**config.mk**
```make
export PLATFORM = sky130hd
export DESIGN_NAME = ac_motor_gate_control
export DESIGN_NICKNAME = d
export VERILOG_FILES = /design/src/rtl/ac_motor_gate_control.sv
export SDC_FILE = /design/constraint.sdc
export NUM_CORES = 1
export LEC_CHECK = 0
export BUFFER_PORTS_ARGS = -buffer_cell sky130_fd_sc_hd__buf_2
export CAP_MARGIN = 10
export CORE_UTILIZATION = 60
export DETAILED_ROUTE_END_ITERATION = 16
export HOLD_SLACK_MARGIN = 0.06
export MAX_ROUTING_LAYER = met4
export PLACE_DENSITY = 0.8
export REMOVE_ABC_BUFFERS = 1
export SLEW_MARGIN = 20
export SYNTH_ARGS = -nofsm -noshare
export SYNTH_HDL_FRONTEND = slang
export SYNTH_SLANG_ARGS = --single-unit
```
**constraint.sdc**
```tcl
create_clock -name clk -period 2.7 [get_ports clk]
set_input_delay 0 -clock clk [delete_from_list [all_inputs] [get_ports clk]]
set_output_delay 0 -clock clk [all_outputs]
set_load 0.01 [all_outputs]
```
**src/rtl/ac_motor_gate_control.sv**
```systemverilog
// ac_motor_gate_control
//   Converts the one-hot active-vector selects from the SVPWM vector controller
//   into dead-time protected high/low gate drives for a three-phase bridge.
//   A registered 3-bit target (bit 0 = phase 1) is decoded from sector + select.
//   Each phase then follows its target bit through an OFF/DEAD/HIGH/LOW state
//   machine, and a latched fault or a low enable forces every phase off.
//
// Ports
//   clk        in   single clock, rising edge
//   rst_n      in   asynchronous active-low reset
//   en         in   gate enable
//   sector     in   [2:0] SVPWM sector, 0..5 legal
//   u_0..u_7   in   one-hot active-vector selects (V0, first, second, V7)
//   fault      in   power-stage fault
//   fault_clr  in   clears the latched fault when fault is low
//   gh, gl     out  [2:0] high/low-side gate drives, bit 0 = phase 1
//   fault_lat  out  sticky fault status
//   sel_err    out  flags an illegal select combination or sector

module ac_motor_gate_control #(
    parameter int DEAD_CYCLES = 4,
    parameter int CNT_W       = 8
) (
    input  logic       clk,
    input  logic       rst_n,
    input  logic       en,
    input  logic [2:0] sector,
    input  logic       u_0,
    input  logic       u_1,
    input  logic       u_2,
    input  logic       u_7,
    input  logic       fault,
    input  logic       fault_clr,
    output logic [2:0] gh,
    output logic [2:0] gl,
    output logic       fault_lat,
    output logic       sel_err
);

    typedef enum logic [1:0] {OFF, DEAD, HIGH, LOW} phase_state_e;

    localparam logic [CNT_W-1:0] DEAD_LOAD = CNT_W'(DEAD_CYCLES);
    localparam bit               NO_DEAD   = (DEAD_CYCLES == 0);

    logic [2:0]       target_q, target_d;
    logic             sel_err_q, sel_err_d;
    logic             fault_lat_q, fault_lat_d;
    logic             en_q;
    phase_state_e     state_q [3];
    phase_state_e     state_d [3];
    logic [CNT_W-1:0] cnt_q [3];
    logic [CNT_W-1:0] cnt_d [3];
    logic [2:0]       gh_q, gh_d, gl_q, gl_d;

    logic [2:0]       selCount;
    logic             selValid;
    logic [2:0]       vecNum;
    logic             forceOff;

    // Phase states of each space vector, returned as {s3, s2, s1}.
    function automatic logic [2:0] vectorBits(input logic [2:0] n);
        case (n)
            3'd0:    vectorBits = 3'b000;
            3'd1:    vectorBits = 3'b001;
            3'd2:    vectorBits = 3'b011;
            3'd3:    vectorBits = 3'b010;
            3'd4:    vectorBits = 3'b110;
            3'd5:    vectorBits = 3'b100;
            3'd6:    vectorBits = 3'b101;
            default: vectorBits = 3'b111;
        endcase
    endfunction

    // Vector decode: u_1 picks the sector's leading active vector, u_2 the
    // trailing one (wrapping V6 -> V1). Anything but exactly one select, or an
    // out-of-range sector, keeps the old target and raises sel_err.
    always_comb begin
        selCount = {2'b00, u_0} + {2'b00, u_1} + {2'b00, u_2} + {2'b00, u_7};
        selValid = (selCount == 3'd1) && (sector <= 3'd5);
        vecNum   = 3'd7;
        if (u_0) begin
            vecNum = 3'd0;
        end else if (u_1) begin
            vecNum = sector + 3'd1;
        end else if (u_2) begin
            vecNum = (sector == 3'd5) ? 3'd1 : sector + 3'd2;
        end
        target_d    = selValid ? vectorBits(vecNum) : target_q;
        sel_err_d   = ~selValid;
        fault_lat_d = fault | (fault_lat_q & ~fault_clr);
    end

    // Per-phase next state. Leaving OFF waits for the registered enable so the
    // first dead time starts from the same pipeline stage as the target.
    // The counter value on entry to DEAD equals the number of both-off cycles;
    // exit happens on the edge where it would reach zero.
    always_comb begin
        forceOff = ~en | fault | fault_lat_q;
        for (int i = 0; i < 3; i++) begin
            state_d[i] = state_q[i];
            cnt_d[i]   = cnt_q[i];
            if (forceOff) begin
                state_d[i] = OFF;
                cnt_d[i]   = '0;
            end else begin
                case (state_q[i])
                    OFF: begin
                        if (en_q) begin
                            state_d[i] = DEAD;
                            cnt_d[i]   = DEAD_LOAD;
                        end
                    end
                    DEAD: begin
                        if (cnt_q[i] <= CNT_W'(1)) begin
                            state_d[i] = target_q[i] ? HIGH : LOW;
                            cnt_d[i]   = '0;
                        end else begin
                            cnt_d[i] = cnt_q[i] - CNT_W'(1);
                        end
                    end
                    HIGH: begin
                        if (!target_q[i]) begin
                            state_d[i] = NO_DEAD ? LOW : DEAD;
                            cnt_d[i]   = DEAD_LOAD;
                        end
                    end
                    default: begin
                        if (target_q[i]) begin
                            state_d[i] = NO_DEAD ? HIGH : DEAD;
                            cnt_d[i]   = DEAD_LOAD;
                        end
                    end
                endcase
            end
            gh_d[i] = (state_d[i] == HIGH);
            gl_d[i] = (state_d[i] == LOW);
        end
    end

    // All state and the gate outputs are registered together, so the gates
    // drop asynchronously with reset and can never both be high for a phase.
    always_ff @(posedge clk or negedge rst_n) begin
        if (!rst_n) begin
            target_q    <= '0;
            sel_err_q   <= 1'b0;
            fault_lat_q <= 1'b0;
            en_q        <= 1'b0;
            gh_q        <= '0;
            gl_q        <= '0;
            for (int i = 0; i < 3; i++) begin
                state_q[i] <= OFF;
                cnt_q[i]   <= '0;
            end
        end else begin
            target_q    <= target_d;
            sel_err_q   <= sel_err_d;
            fault_lat_q <= fault_lat_d;
            en_q        <= en;
            gh_q        <= gh_d;
            gl_q        <= gl_d;
            for (int i = 0; i < 3; i++) begin
                state_q[i] <= state_d[i];
                cnt_q[i]   <= cnt_d[i];
            end
        end
    end

    assign gh        = gh_q;
    assign gl        = gl_q;
    assign fault_lat = fault_lat_q;
    assign sel_err   = sel_err_q;

endmodule

```
==> flow_summary.rst, run 1 <==
.. list-table::
   :header-rows: 1

   * - Metric
     - Value
   * - Result of the run
     - finished clean
   * - Worst setup path class
     - input port to flip-flop
   * - Maximum capacitance violations
     - 0
   * - Total power of the final layout
     - 1.35 mW
   * - Final number of max-transition violations
     - 0
   * - Top cell type by total area after synthesis
     - sky130_fd_sc_hd__dfrtp_1
   * - Share of post-route cells with drive strength above 1
     - 0.144
   * - Share of the core filled with cells
     - 0.718
   * - Final count of hold timing violations
     - 0
   * - Setup repair bufs after CTS
     - 0
   * - CTS clock-pin slew for the worst setup and hold paths
     - ~0.080 ns
   * - Flop2flop setup slack
     - between 0.6 and 0.7 ns
   * - Number of antenna violations at the first check in global routing
     - 0
   * - Fillcell total
     - between 300 and 400
   * - Final antenna diode count
     - 0
   * - Vias
     - between 2000 and 2500
   * - Worst Setup Slack post-DPL
     - approximately 0.65 ns
   * - Synth Register Bits
     - between 40 and 50
   * - Area share of the largest cell type after synthesis
     - 0.396
   * - Count of unique library cells instantiated by Yosys
     - 57
   * - DP Wirelength
     - ~3.6 mm
   * - Fraction of registers with async set/reset
     - 1.00
   * - Mapped cell area
     - 2660 µm²
   * - PortBufs
     - 19
   * - Net Sw Frac
     - 0.286
   * - Hold slack final
     - 0.175 ns
   * - Final Instance Count excl. Fillers
     - between 300 and 400
   * - Die W
     - 68.5 µm
   * - Reg2reg path depth
     - 7
   * - Area growth from synthesis to final layout
     - 11.3%
   * - Internal power component
     - just under 1 mW
   * - Highest clock rate
     - ~0.44 GHz
   * - Global-route wire length before repair
     - 8.68 mm
   * - Arrival time of data at the critical path endpoint
     - around 2.5 ns
   * - Setup ws final
     - between 0.4 and 0.5 ns
   * - Leakage power total
     - 1.43 nW
   * - Cell area after placement
     - between 2000 and 3000 µm²
   * - DR pass1 iterations
     - 4
   * - Avg WL per Cell
     - around 14 µm
   * - Type of origin of the critical path
     - input port
   * - Critical Path Start
     - u_0
   * - Clock root buffer
     - sky130_fd_sc_hd__clkbuf_8
   * - Starting density of the core
     - 0.645
   * - CP endpoint kind
     - flip-flop
   * - Antenna Nets Post-Route
     - 0
   * - Area of the die
     - around 4700 µm²
   * - Rel. slew slack
     - 0.387
   * - Final instance area
     - 2960 µm²
   * - Net count reported at finish
     - between 300 and 400
   * - Final setup violating endpoints
     - 0
   * - Chip Height
     - 68.5 µm
   * - Largest cells by area after synthesis
     - sky130_fd_sc_hd__dfrtp_1 40%, sky130_fd_sc_hd__ha_1 8.9%, sky130_fd_sc_hd__nor2_1 5.8%, sky130_fd_sc_hd__a21oi_1 5.3%, sky130_fd_sc_hd__inv_1 3.7%
   * - Tcrit/Tclk final
     - 0.850
   * - CTS max path bufs
     - 2
   * - Required arrival time at the worst endpoint
     - between 2 and 3 ns
   * - Standard-cell rows
     - 23
   * - Combinational group share of total power
     - 0.160
   * - Warnings from Yosys
     - 0
   * - Routed wire length
     - about 5 mm
   * - Highest ir drop seen on vdd
     - between 0.2 and 0.25 mV
   * - Total routing usage reported by global routing
     - 0.257
   * - Number of top-level design ports
     - 20
   * - Worst r2r dst
     - cnt_q[5]
   * - CP Max Fanout
     - 7
   * - Slew @ Worst Pin
     - between 0.9 and 1 ns
   * - Insertion delay of the later-clocked pin in the worst-skew pair
     - approximately 0.3 ns
   * - Number of instances in the placed design
     - between 300 and 400
   * - Vias per cell
     - approximately 5.8
   * - Cts bufs inserted
     - 5
   * - Number of H-tree branching levels
     - 2
   * - Worst R2R Start
     - state_q[0]
   * - Clock network fraction of design power
     - 0.312
   * - Final Wtd Congestion
     - between 0.8 and 0.9
   * - Commonest register cell after synthesis
     - sky130_fd_sc_hd__dfrtp_1
   * - Worst Skew
     - about 0.0047 ns
   * - Per-instance average area after synthesis
     - between 9 and 10 µm²
   * - Number of global-route vias before repair
     - about 2000
   * - DRC
     - 0
   * - TritonCTS clock tree
     - yes
   * - Number of sinks driven by the clock tree
     - 42
   * - Capturing element of the worst setup path
     - target_q[2]
   * - Type of the worst min-delay path
     - input port to flip-flop
   * - RSZ-0062 raised after global routing
     - false
   * - Synthesized netlist cell count
     - 290
   * - Violation count after the first detailed-route iteration
     - around 110
   * - Setup Total Neg Slack
     - 0 ns
   * - Switching power
     - about 0.38 mW
   * - Sequential group share of total power
     - 0.528
   * - Power density over the cells
     - about 460 nW/µm²
   * - Most used cells in the layout excluding fill and tap cells
     - 42 x sky130_fd_sc_hd__dfrtp_1, 41 x sky130_fd_sc_hd__nor2_1, 28 x sky130_fd_sc_hd__a21oi_1, 26 x sky130_fd_sc_hd__inv_1
   * - Most frequent standard cell in the layout excluding fill and tap cells
     - sky130_fd_sc_hd__dfrtp_1
   * - Leftover overflow at the end of global routing
     - 0
   * - Area inside the core boundary
     - 4120 µm²
   * - Sequential share of the synthesized area
     - 0.396
   * - Final critical-path required period
     - approximately 2.3 ns
   * - EDFF count, synth
     - 0
   * - Largest net degree at the start of global routing
     - 43
[critical path, stage by stage]
cell and delay [ns]:
sky130_fd_sc_hd__dlygate4sd3_1 0.53, sky130_fd_sc_hd__buf_2 0.13, sky130_fd_sc_hd__inv_1 0.07, sky130_fd_sc_hd__fa_1 0.53, sky130_fd_sc_hd__inv_1 0.04, sky130_fd_sc_hd__ha_1 0.17
sky130_fd_sc_hd__ha_1 0.27, sky130_fd_sc_hd__nor4b_1 0.31, sky130_fd_sc_hd__buf_4 0.20, sky130_fd_sc_hd__nand2_1 0.06, sky130_fd_sc_hd__o32ai_1 0.20
[synthesized netlist by cell type (3+ instances only)]
master	instances
sky130_fd_sc_hd__nand2b_1	4
sky130_fd_sc_hd__a21o_1	3
sky130_fd_sc_hd__xor2_1	8
sky130_fd_sc_hd__or3_1	4
sky130_fd_sc_hd__nand2_1	14
sky130_fd_sc_hd__and2_1	3
sky130_fd_sc_hd__xnor2_1	5
sky130_fd_sc_hd__nor3b_1	3
sky130_fd_sc_hd__clkbuf_1	5
sky130_fd_sc_hd__nor2b_1	4
sky130_fd_sc_hd__nor3_1	9
sky130_fd_sc_hd__ha_1	19
sky130_fd_sc_hd__a21oi_1	28
sky130_fd_sc_hd__o21ai_0	9
sky130_fd_sc_hd__nor4b_1	3
sky130_fd_sc_hd__or3b_2	3
sky130_fd_sc_hd__dfrtp_1	42
sky130_fd_sc_hd__inv_1	26
sky130_fd_sc_hd__nand3_1	7
sky130_fd_sc_hd__nor2_1	41
[power by group through the flow]
stage	combinational (mW)	sequential, mW	clock (mW)
final	0.215	0.711	0.420
after detailed placement	0.208	0.722	0
after floorplan	0.147	0.711	0
after CTS	0.216	0.710	0.428
after global placement	0.202	0.722	0
after global routing	0.245	0.720	0.447
[final cells by class]
| cell class | instances | area [µm²] | area share |
|---|---|---|---|
| well taps | 50 | 62.6 | 0.0212 |
| repair buffers | 27 | 168 | 0.0567 |
| clock inverters | 1 | 5.00 | 0.00169 |
| multi-input cells | 216 | 1490 | 0.503 |
| flip-flops and latches | 42 | 1050 | 0.356 |
| inverters | 26 | 97.6 | 0.0330 |
| clock buffers | 7 | 86.3 | 0.0292 |
[how the worst min path moves through the flow]
stage               start          end  slack [ns]  depth (start not counted)
detailed placement     en         en_q        0.13                          1
global placement       en         en_q        0.13                          1
global route          u_1  target_q[2]        0.21                          4
CTS                   u_1  target_q[2]        0.17                          4
finish                u_1  target_q[2]        0.17                          4
floorplan           rst_n     cnt_q[0]       -0.30                          0
[routing by layer]
metal | share of wire | wire [µm] | track usage | vias up
li1 | - | - | - | 1073
met1 | 0.47 | 2390 | 0.307 | 993
met2 | 0.49 | 2470 | 0.428 | 48
met3 | 0.030 | 152 | 0.0428 | 9
met4 | 0.013 | 64 | 0.109 | 0
met5 | 0 | 0 | - | -
[logic make-up (layout without fill, tap and decap cells)]
family | count (synthesis) | count (layout) | share of synthesized area
AO/OA/AOI/OAI | 67 | 67 | 0.172
XOR/XNOR | 13 | 13 | 0.0429
adder cells (fa/ha/maj) | 20 | 20 | 0.0970
buffers and inverters | 32 | 61 | 0.0452
flip-flops | 42 | 42 | 0.396
multiplexers | 2 | 2 | 0.00754
AND/OR/NAND/NOR | 114 | 114 | 0.239
[registers in the layout, indices dropped and copies added, names as in the netlist]
name       flops
cnt_q         24
en_q           1
fault_lat      1
gh             3
gl             3
sel_err        1
state_q        6
target_q       3
[what timing repair did]
| item | CTS | global route |
|---|---|---|
| gates resized for setup | 0 | 0 |
| endpoints found under the hold margin | 45 | 0 |
| hold buffers | 5 | 0 |
No activity file was read; power rests on OpenSTA's default activity.
==> run 2, diff against run 1 <==
ABC_AREA = 1   (was default)
CORE_MARGIN = 8   (was default)
CORE_UTILIZATION = 61   (was 60)
==> flow_summary.rst, run 2 <==
.. list-table::
   :header-rows: 1

   * - Metric
     - Value
   * - Reg2reg path depth
     - 8 (+1)
   * - Worst setup path class
     - flip-flop to flip-flop
   * - Vias per cell
     - 5.09 (-11%)
   * - Mapped cell area
     - 2900 µm² (+9.0%)
   * - Final antenna diode count
     - 0 (unchanged)
   * - Regs by FF count
     - cnt_q x24, state_q x6
   * - Type of the worst min-delay path
     - input port to flip-flop
   * - CP endpoint kind
     - flip-flop
   * - Share of post-route cells with drive strength above 1
     - 0.160 (+0.0159)
   * - Insertion delay of the later-clocked pin in the worst-skew pair
     - 0.31 ns (about the same)
   * - Chip Height
     - 84.9 µm (+24%)
   * - Avg WL per Cell
     - 11.3 µm (-18%)
   * - TritonCTS clock tree
     - yes
   * - Warnings from Yosys
     - 0 (unchanged)
   * - Highest ir drop seen on vdd
     - 0.325 mV (+42%)
   * - Ranking of synthesized cells by instance count
     - 102 x sky130_fd_sc_hd__nand2_1, 62 x sky130_fd_sc_hd__inv_1, 52 x sky130_fd_sc_hd__nor2_1, 42 x sky130_fd_sc_hd__dfrtp_1, 29 x sky130_fd_sc_hd__nand3_1
   * - Top cell type by total area after synthesis
     - sky130_fd_sc_hd__dfrtp_1
   * - Standard-cell rows
     - 25 (+8.7%)
   * - Highest clock rate
     - 0.579 GHz (+33%)
   * - EDFF count, synth
     - 0 (unchanged)
   * - Worst R2R Start
     - state_q[2]
   * - Fraction of registers with async set/reset
     - 1.00 (unchanged)
   * - Number of flip-flops in the largest register
     - 24 (unchanged)
   * - Most frequent standard cell in the layout excluding fill and tap cells
     - sky130_fd_sc_hd__nand2_1
   * - Area inside the core boundary
     - 4660 µm² (+13%)
   * - Setup Total Neg Slack
     - 0 ns (unchanged)
   * - PortBufs
     - 19 (unchanged)
   * - Power density over the cells
     - 424 nW/µm² (-6.8%)
   * - Slew @ Worst Pin
     - 0.922 ns (+0.00204 ns)
   * - Most used cells in the layout excluding fill and tap cells
     - 102 x sky130_fd_sc_hd__nand2_1, 62 x sky130_fd_sc_hd__inv_1, 52 x sky130_fd_sc_hd__nor2_1, 42 x sky130_fd_sc_hd__dfrtp_1, 29 x sky130_fd_sc_hd__nand3_1
   * - Final critical-path required period
     - 1.73 ns (-0.569 ns)
   * - Synth Register Bits
     - 42 (unchanged)
   * - Commonest register cell after synthesis
     - sky130_fd_sc_hd__dfrtp_1
   * - Cts bufs inserted
     - 5 (unchanged)
   * - Net count reported at finish
     - 462 (+32%)
   * - Clock root buffer
     - sky130_fd_sc_hd__clkbuf_8
   * - Leftover overflow at the end of global routing
     - 0 (unchanged)
   * - Final Wtd Congestion
     - 0.866 (+1.1%)
   * - Flop2flop setup slack
     - 0.97 ns (+0.31 ns)
   * - Leakage power total
     - 1.80 nW (+27%)
   * - DP Wirelength
     - 4.10 mm (+14%)
   * - Final count of hold timing violations
     - 0 (unchanged)
   * - DR pass1 iterations
     - 4 (unchanged)
   * - Count leader, synth
     - sky130_fd_sc_hd__nand2_1
   * - DRC
     - 0 (unchanged)
   * - Number of antenna violations at the first check in global routing
     - 0 (unchanged)
   * - RSZ-0062 raised after global routing
     - false
   * - Largest cells by area after synthesis
     - sky130_fd_sc_hd__dfrtp_1 36%, sky130_fd_sc_hd__nand2_1 13%, sky130_fd_sc_hd__ha_1 8.2%, sky130_fd_sc_hd__inv_1 8.0%, sky130_fd_sc_hd__nor2_1 6.7%
   * - Count of unique library cells instantiated by Yosys
     - 33 (-42%)
   * - Tcrit/Tclk final
     - 0.639 (-0.211)
   * - Maximum capacitance violations
     - 0 (unchanged)
   * - CTS max path bufs
     - 2 (unchanged)
   * - Setup ws final
     - 0.974 ns (+0.569 ns)
   * - Global-route wire length before repair
     - 9.67 mm (+11%)
   * - Required arrival time at the worst endpoint
     - 2.90 ns (about the same)
   * - CP Max Fanout
     - 11 (+4)
   * - Area share of the largest cell type after synthesis
     - 0.363 (-0.0328)
   * - Capturing element of the worst setup path
     - cnt_q[14]
   * - Die W
     - 84.9 µm (+24%)
   * - Routed wire length
     - 5.47 mm (+7.7%)
   * - Rel. slew slack
     - 0.386 (-0.00136)
   * - Type of origin of the critical path
     - flip-flop
   * - Register with the highest flop count
     - cnt_q
   * - Total routing usage reported by global routing
     - 0.166 (-0.0907)
   * - Number of top-level design ports
     - 20 (unchanged)
   * - Final setup violating endpoints
     - 0 (unchanged)
   * - Cell depth of the worst hold path
     - 4 (unchanged)
   * - Worst Skew
     - 0.0138 ns (+0.00906 ns)
   * - CTS clock-pin slew for the worst setup and hold paths
     - 0.08 ns (about the same)
   * - Final number of max-transition violations
     - 0 (unchanged)
   * - Violation count after the first detailed-route iteration
     - 111 (+3.7%)
   * - Number of global-route vias before repair
     - 2350 (+16%)
   * - Result of the run
     - finished clean
   * - Area growth from synthesis to final layout
     - 9.46%
   * - Vias
     - 2471 (+16%)
   * - Starting density of the core
     - 0.621 (-0.0240)
   * - Number of sinks driven by the clock tree
     - 42 (unchanged)
   * - Antenna Nets Post-Route
     - 0 (unchanged)
   * - Critical Path Start
     - state_q[2]
   * - Area of the die
     - 7210 µm² (+53%)
   * - Largest net degree at the start of global routing
     - 43 (unchanged)
   * - Per-instance average area after synthesis
     - 7.21 µm² (-21%)
   * - Setup repair bufs after CTS
     - 0 (unchanged)
   * - Synthesized netlist cell count
     - 402 (+39%)
   * - Final instance area
     - 3170 µm² (+7.3%)
   * - Sequential share of the synthesized area
     - 0.363 (-0.0328)
   * - Cell area after placement
     - 3030 µm² (+7.6%)
   * - Worst r2r dst
     - cnt_q[14]
   * - Number of H-tree branching levels
     - 2 (unchanged)
   * - Arrival time of data at the critical path endpoint
     - 1.93 ns (-0.57 ns)
   * - Worst Setup Slack post-DPL
     - 0.955 ns (+0.303 ns)
   * - Fillcell total
     - 390 (+22%)
## run 2: per-stage QoR
step | cells | total power [mW] | util | hold WS, ns
after floorplan | 399 | 0.855 | - | -0.296
after global placement | 472 | 0.914 | 0.650 | 0.156
after detailed placement | 472 | 0.923 | 0.650 | 0.157
after CTS | 485 | 1.36 | 0.680 | 0.119
after global routing | 485 | 1.42 | 0.680 | 0.168
final | 485 | 1.34 | 0.680 | 0.126
## run 2: how the worst min path moves through the flow
stage / start / to / slack (ns)
after floorplan: rst_n / cnt_q[0] / -0.30
after global placement: en / en_q / 0.16
after detailed placement: en / en_q / 0.16
after CTS: u_0 / target_q[2] / 0.12
after global routing: u_0 / target_q[2] / 0.17
final: u_0 / target_q[2] / 0.13
## run 2: kinds of logic (layout without fill, tap and decap cells)
logic type | Yosys count | after routing | share of synthesized area
DFF | 42 | 42 | 0.363
adders and majority gates | 20 | 20 | 0.0890
buffers and inverters | 76 | 105 | 0.107
AOI/OAI and AO/OA | 40 | 40 | 0.0860
xor gates and xnor gates | 1 | 1 | 0.00302
and+or+nand+nor | 223 | 223 | 0.352
## run 2: repair_timing
item / 4_1_cts / 5_1_grt
resized for setup: 0 / 0
hold endpoints to repair: 45 / 0
hold buffers: 5 / 0
## run 2: cell type report
cell class / count / area, µm² / share of cell area
Clock buffer: 7 / 86.3 / 0.0272
Clock inverter: 1 / 5.00 / 0.00158
Inverter: 73 / 279 / 0.0880
Multi-Input combinational cell: 284 / 1540 / 0.485
Sequential cell: 42 / 1050 / 0.331
Tap cell: 54 / 67.6 / 0.0213
Timing Repair Buffer: 24 / 145 / 0.0458
## run 2: worst max-delay path: stages, from the launching register on
cell                      delay [ns]
sky130_fd_sc_hd__dfrtp_1        0.43
sky130_fd_sc_hd__inv_1          0.10
sky130_fd_sc_hd__ha_1           0.25
sky130_fd_sc_hd__nand2_1        0.10
sky130_fd_sc_hd__nand2_2        0.07
sky130_fd_sc_hd__o21ai_2        0.39
sky130_fd_sc_hd__o21ai_1        0.15
sky130_fd_sc_hd__nand2_1        0.10
sky130_fd_sc_hd__nor2_1         0.04
## run 2: report_power, final
group          internal [mW]  switching (mW)
Combinational         0.0786           0.145
Sequential             0.659          0.0335
Clock                  0.206           0.223
Total                  0.944           0.401
## run 2: per-layer routing
metal	vias up	share of wire	GRT usage	wire length (µm)
li1	1319	-	-	-
met1	1099	0.47	0.195	2550
met2	47	0.47	0.261	2550
met3	6	0.051	0.0531	281
met4	0	0.015	0.0615	80
met5	-	0	-	0
==> run 3, diff against run 2 <==
ABC_AREA = 0   (was 1)
CORE_UTILIZATION = 54   (was 61)
PLACE_DENSITY = 0.76   (was 0.8)
clock period = 1.5 ns   (was 2.7 ns; I/O delays follow)
==> flow_summary.rst, run 3 (synthesized netlist as in run 1, its figures left out) <==
.. list-table::
   :header-rows: 1

   * - Metric
     - Value
   * - Violated checks
     - setup timing
   * - Largest net degree at the start of global routing
     - 23 (-47%)
   * - Final Instance Count excl. Fillers
     - 464 (-4.3%)
   * - Number of antenna violations at the first check in global routing
     - 0 (unchanged)
   * - Power density over the cells
     - 707 nW/µm² (+67%)
   * - Metal-1 WL
     - 3.24 mm (+27%)
   * - Area growth from synthesis to final layout
     - 52.1%
   * - Standard-cell rows
     - 25 (unchanged)
   * - Final antenna diode count
     - 0 (unchanged)
   * - Uppermost signal routing layer after detailed routing
     - met4
   * - Area inside the core boundary
     - 4720 µm² (+1.3%)
   * - Highest clock rate
     - 0.522 GHz (-9.9%)
   * - Required arrival time at the worst endpoint
     - 1.73 ns (-1.17 ns)
   * - CTS max path bufs
     - 2 (unchanged)
   * - Share of post-route cells with drive strength above 1
     - 0.494 (+0.334)
   * - Insertion delay of the later-clocked pin in the worst-skew pair
     - 0.31 ns (about the same)
   * - PortBufs
     - 19 (unchanged)
   * - Worst Setup Slack post-DPL
     - -0.495 ns (-1.45 ns)
   * - Worst Skew
     - 0.0130 ns (-0.000801 ns)
   * - Antenna Nets Post-Route
     - 0 (unchanged)
   * - Maximum capacitance violations
     - 0 (unchanged)
   * - Total power of the final layout
     - 2.85 mW (+110%)
   * - Fillcell total
     - 234 (-40%)
   * - Violation count after the first detailed-route iteration
     - 174 (+57%)
   * - Type of the worst min-delay path
     - input port to flip-flop
   * - DRC
     - 0 (unchanged)
   * - Worst path bufs/invs
     - 1 (unchanged)
   * - Final setup violating endpoints
     - 37 (+37)
   * - Vias per cell
     - 5.90 (+16%)
   * - RSZ-0062 raised after global routing
     - true
   * - Global-route wire length before repair
     - 12.0 mm (+24%)
   * - Type of origin of the critical path
     - flip-flop
   * - Sum of met2 wire segment lengths after detailed routing
     - 4.79 mm (+88%)
   * - Chip Height
     - 86.1 µm (+1.4%)
   * - Top delay family on crit path
     - simple AND/OR/NAND/NOR gates
   * - Tcrit/Tclk final
     - 1.28 (+0.637)
   * - Final count of hold timing violations
     - 0 (unchanged)
   * - Arrival time of data at the critical path endpoint
     - 2.14 ns (+0.21 ns)
   * - Number of instances in the placed design
     - 439 (-7.0%)
   * - Routed wire length
     - 8.78 mm (+61%)
   * - Regs by FF count
     - cnt_q x24, state_q x6
   * - Cts bufs inserted
     - 5 (unchanged)
   * - Hold slack final
     - 0.141 ns (+0.0142 ns)
   * - Most used cells in the layout excluding fill and tap cells
     - 71 x sky130_fd_sc_hd__buf_4, 40 x sky130_fd_sc_hd__dfrtp_1, 34 x sky130_fd_sc_hd__nor2_1, 17 x sky130_fd_sc_hd__buf_2, 16 x sky130_fd_sc_hd__a21oi_1
   * - DP Wirelength
     - 4.58 mm (+12%)
   * - DR pass1 iterations
     - 4 (unchanged)
   * - Net count reported at finish
     - 428 (-7.4%)
   * - Critical-path cell list
     - or4_4, nor4_4, buf_4, nor2b_2, o221ai_2, nor2_1
   * - Result of the run
     - finished with violations
   * - CP Max Fanout
     - 3 (-8)
   * - Number of global-route vias before repair
     - 2729 (+16%)
   * - Avg WL per Cell
     - 18.9 µm (+68%)
   * - Vias
     - 2737 (+11%)
   * - Register with the highest flop count
     - cnt_q
   * - Largest incremental delay on the critical path
     - 0.57 ns (+0.14 ns)
   * - Clock root buffer
     - sky130_fd_sc_hd__clkbuf_8
   * - Die W
     - 86.1 µm (+1.4%)
   * - Setup Total Neg Slack
     - -9.16 ns (-9.16 ns)
   * - Final instance area
     - 4040 µm² (+27%)
   * - Number of sinks driven by the clock tree
     - 42 (unchanged)
   * - Number of H-tree branching levels
     - 2 (unchanged)
   * - Met3 layer wire length in the routed design
     - 337 µm (+20%)
   * - Leftover overflow at the end of global routing
     - 0 (unchanged)
   * - CTS clock-pin slew for the worst setup and hold paths
     - 0.09 ns (about the same)
   * - Total routing usage reported by global routing
     - 0.206 (+0.0399)
   * - Number of top-level design ports
     - 20 (unchanged)
   * - Leakage power total
     - 1.91 nW (+6.1%)
   * - Final critical-path required period
     - 1.91 ns (+0.189 ns)
   * - Slowest library cell on the worst path
     - sky130_fd_sc_hd__or4_4
   * - Share of the core filled with cells
     - 0.855 (+0.175)
   * - Area of the die
     - 7420 µm² (+2.9%)
   * - Slew @ Worst Pin
     - 0.546 ns (-0.376 ns)
   * - CP endpoint kind
     - flip-flop
   * - Worst setup path class
     - flip-flop to flip-flop
   * - Highest ir drop seen on vdd
     - 0.492 mV (+51%)
   * - Rel. slew slack
     - 0.636 (+0.250)
   * - Number of flip-flops in the largest register
     - 24 (unchanged)
   * - TritonCTS clock tree
     - yes
   * - Cell area after placement
     - 3340 µm² (+10%)
   * - Most frequent standard cell in the layout excluding fill and tap cells
     - sky130_fd_sc_hd__buf_4
   * - Setup ws final
     - -0.415 ns (-1.39 ns)
   * - Starting density of the core
     - 0.562 (-0.0591)
   * - Final number of max-transition violations
     - 0 (unchanged)
   * - Final Wtd Congestion
     - 0.863 (-0.40%)
## run 3: worst min-delay path, cell delays in order
cell and delay [ns]:
sky130_fd_sc_hd__buf_2 0.10, sky130_fd_sc_hd__inv_2 0.04, sky130_fd_sc_hd__buf_4 0.12, sky130_fd_sc_hd__nand2_1 0.06, sky130_fd_sc_hd__o32ai_2 0.08
## run 3: final timing paths
check | from | end | slack [ns] | depth (start not counted)
max in group asynchronous | rst_n | state_q[2] | 0.75 | 3
min in group asynchronous | rst_n | sel_err | 0.23 | 2
setup / recovery | cnt_q[5] | gl[2] | -0.41 | 6
hold / removal | u_0 | target_q[2] | 0.14 | 5
hold reg to reg | target_q[0] | gl[0] | 0.59 | 1
setup reg to reg | cnt_q[5] | gl[2] | -0.41 | 6
## run 3: cell type report
| cell class | instances | area (µm²) | share of cell area |
|---|---|---|---|
| Clock inverter | 1 | 5.00 | 0.00124 |
| Tap cell | 67 | 83.8 | 0.0207 |
| Inverter | 26 | 97.6 | 0.0242 |
| Multi-Input combinational cell | 216 | 1900 | 0.470 |
| Clock buffer | 7 | 86.3 | 0.0214 |
| Sequential cell | 42 | 1050 | 0.261 |
| Timing Repair Buffer | 105 | 813 | 0.201 |
## run 3: repair_timing
action                                  CTS  global route
hold buffers                              4             0
endpoints found under the hold margin    23             0
pin swaps                                53            21
buffers inserted                          6             8
endpoints found under the setup margin   40            39
cloned                                    0             0
resized for setup                        63            48
## run 3: metal layers
metal | global-route usage | up-vias
met5 | - | -
met4 | 0.0780 | 0
met3 | 0.0353 | 44
met2 | 0.383 | 108
met1 | 0.210 | 1357
li1 | - | 1228
## run 3: power by group
part           switching (mW)  internal (mW)  total (mW)  leakage [nW]
logic                   0.425          0.372       0.798          1.30
clock network           0.421          0.372       0.793        0.0482
registers              0.0757           1.19        1.26         0.565
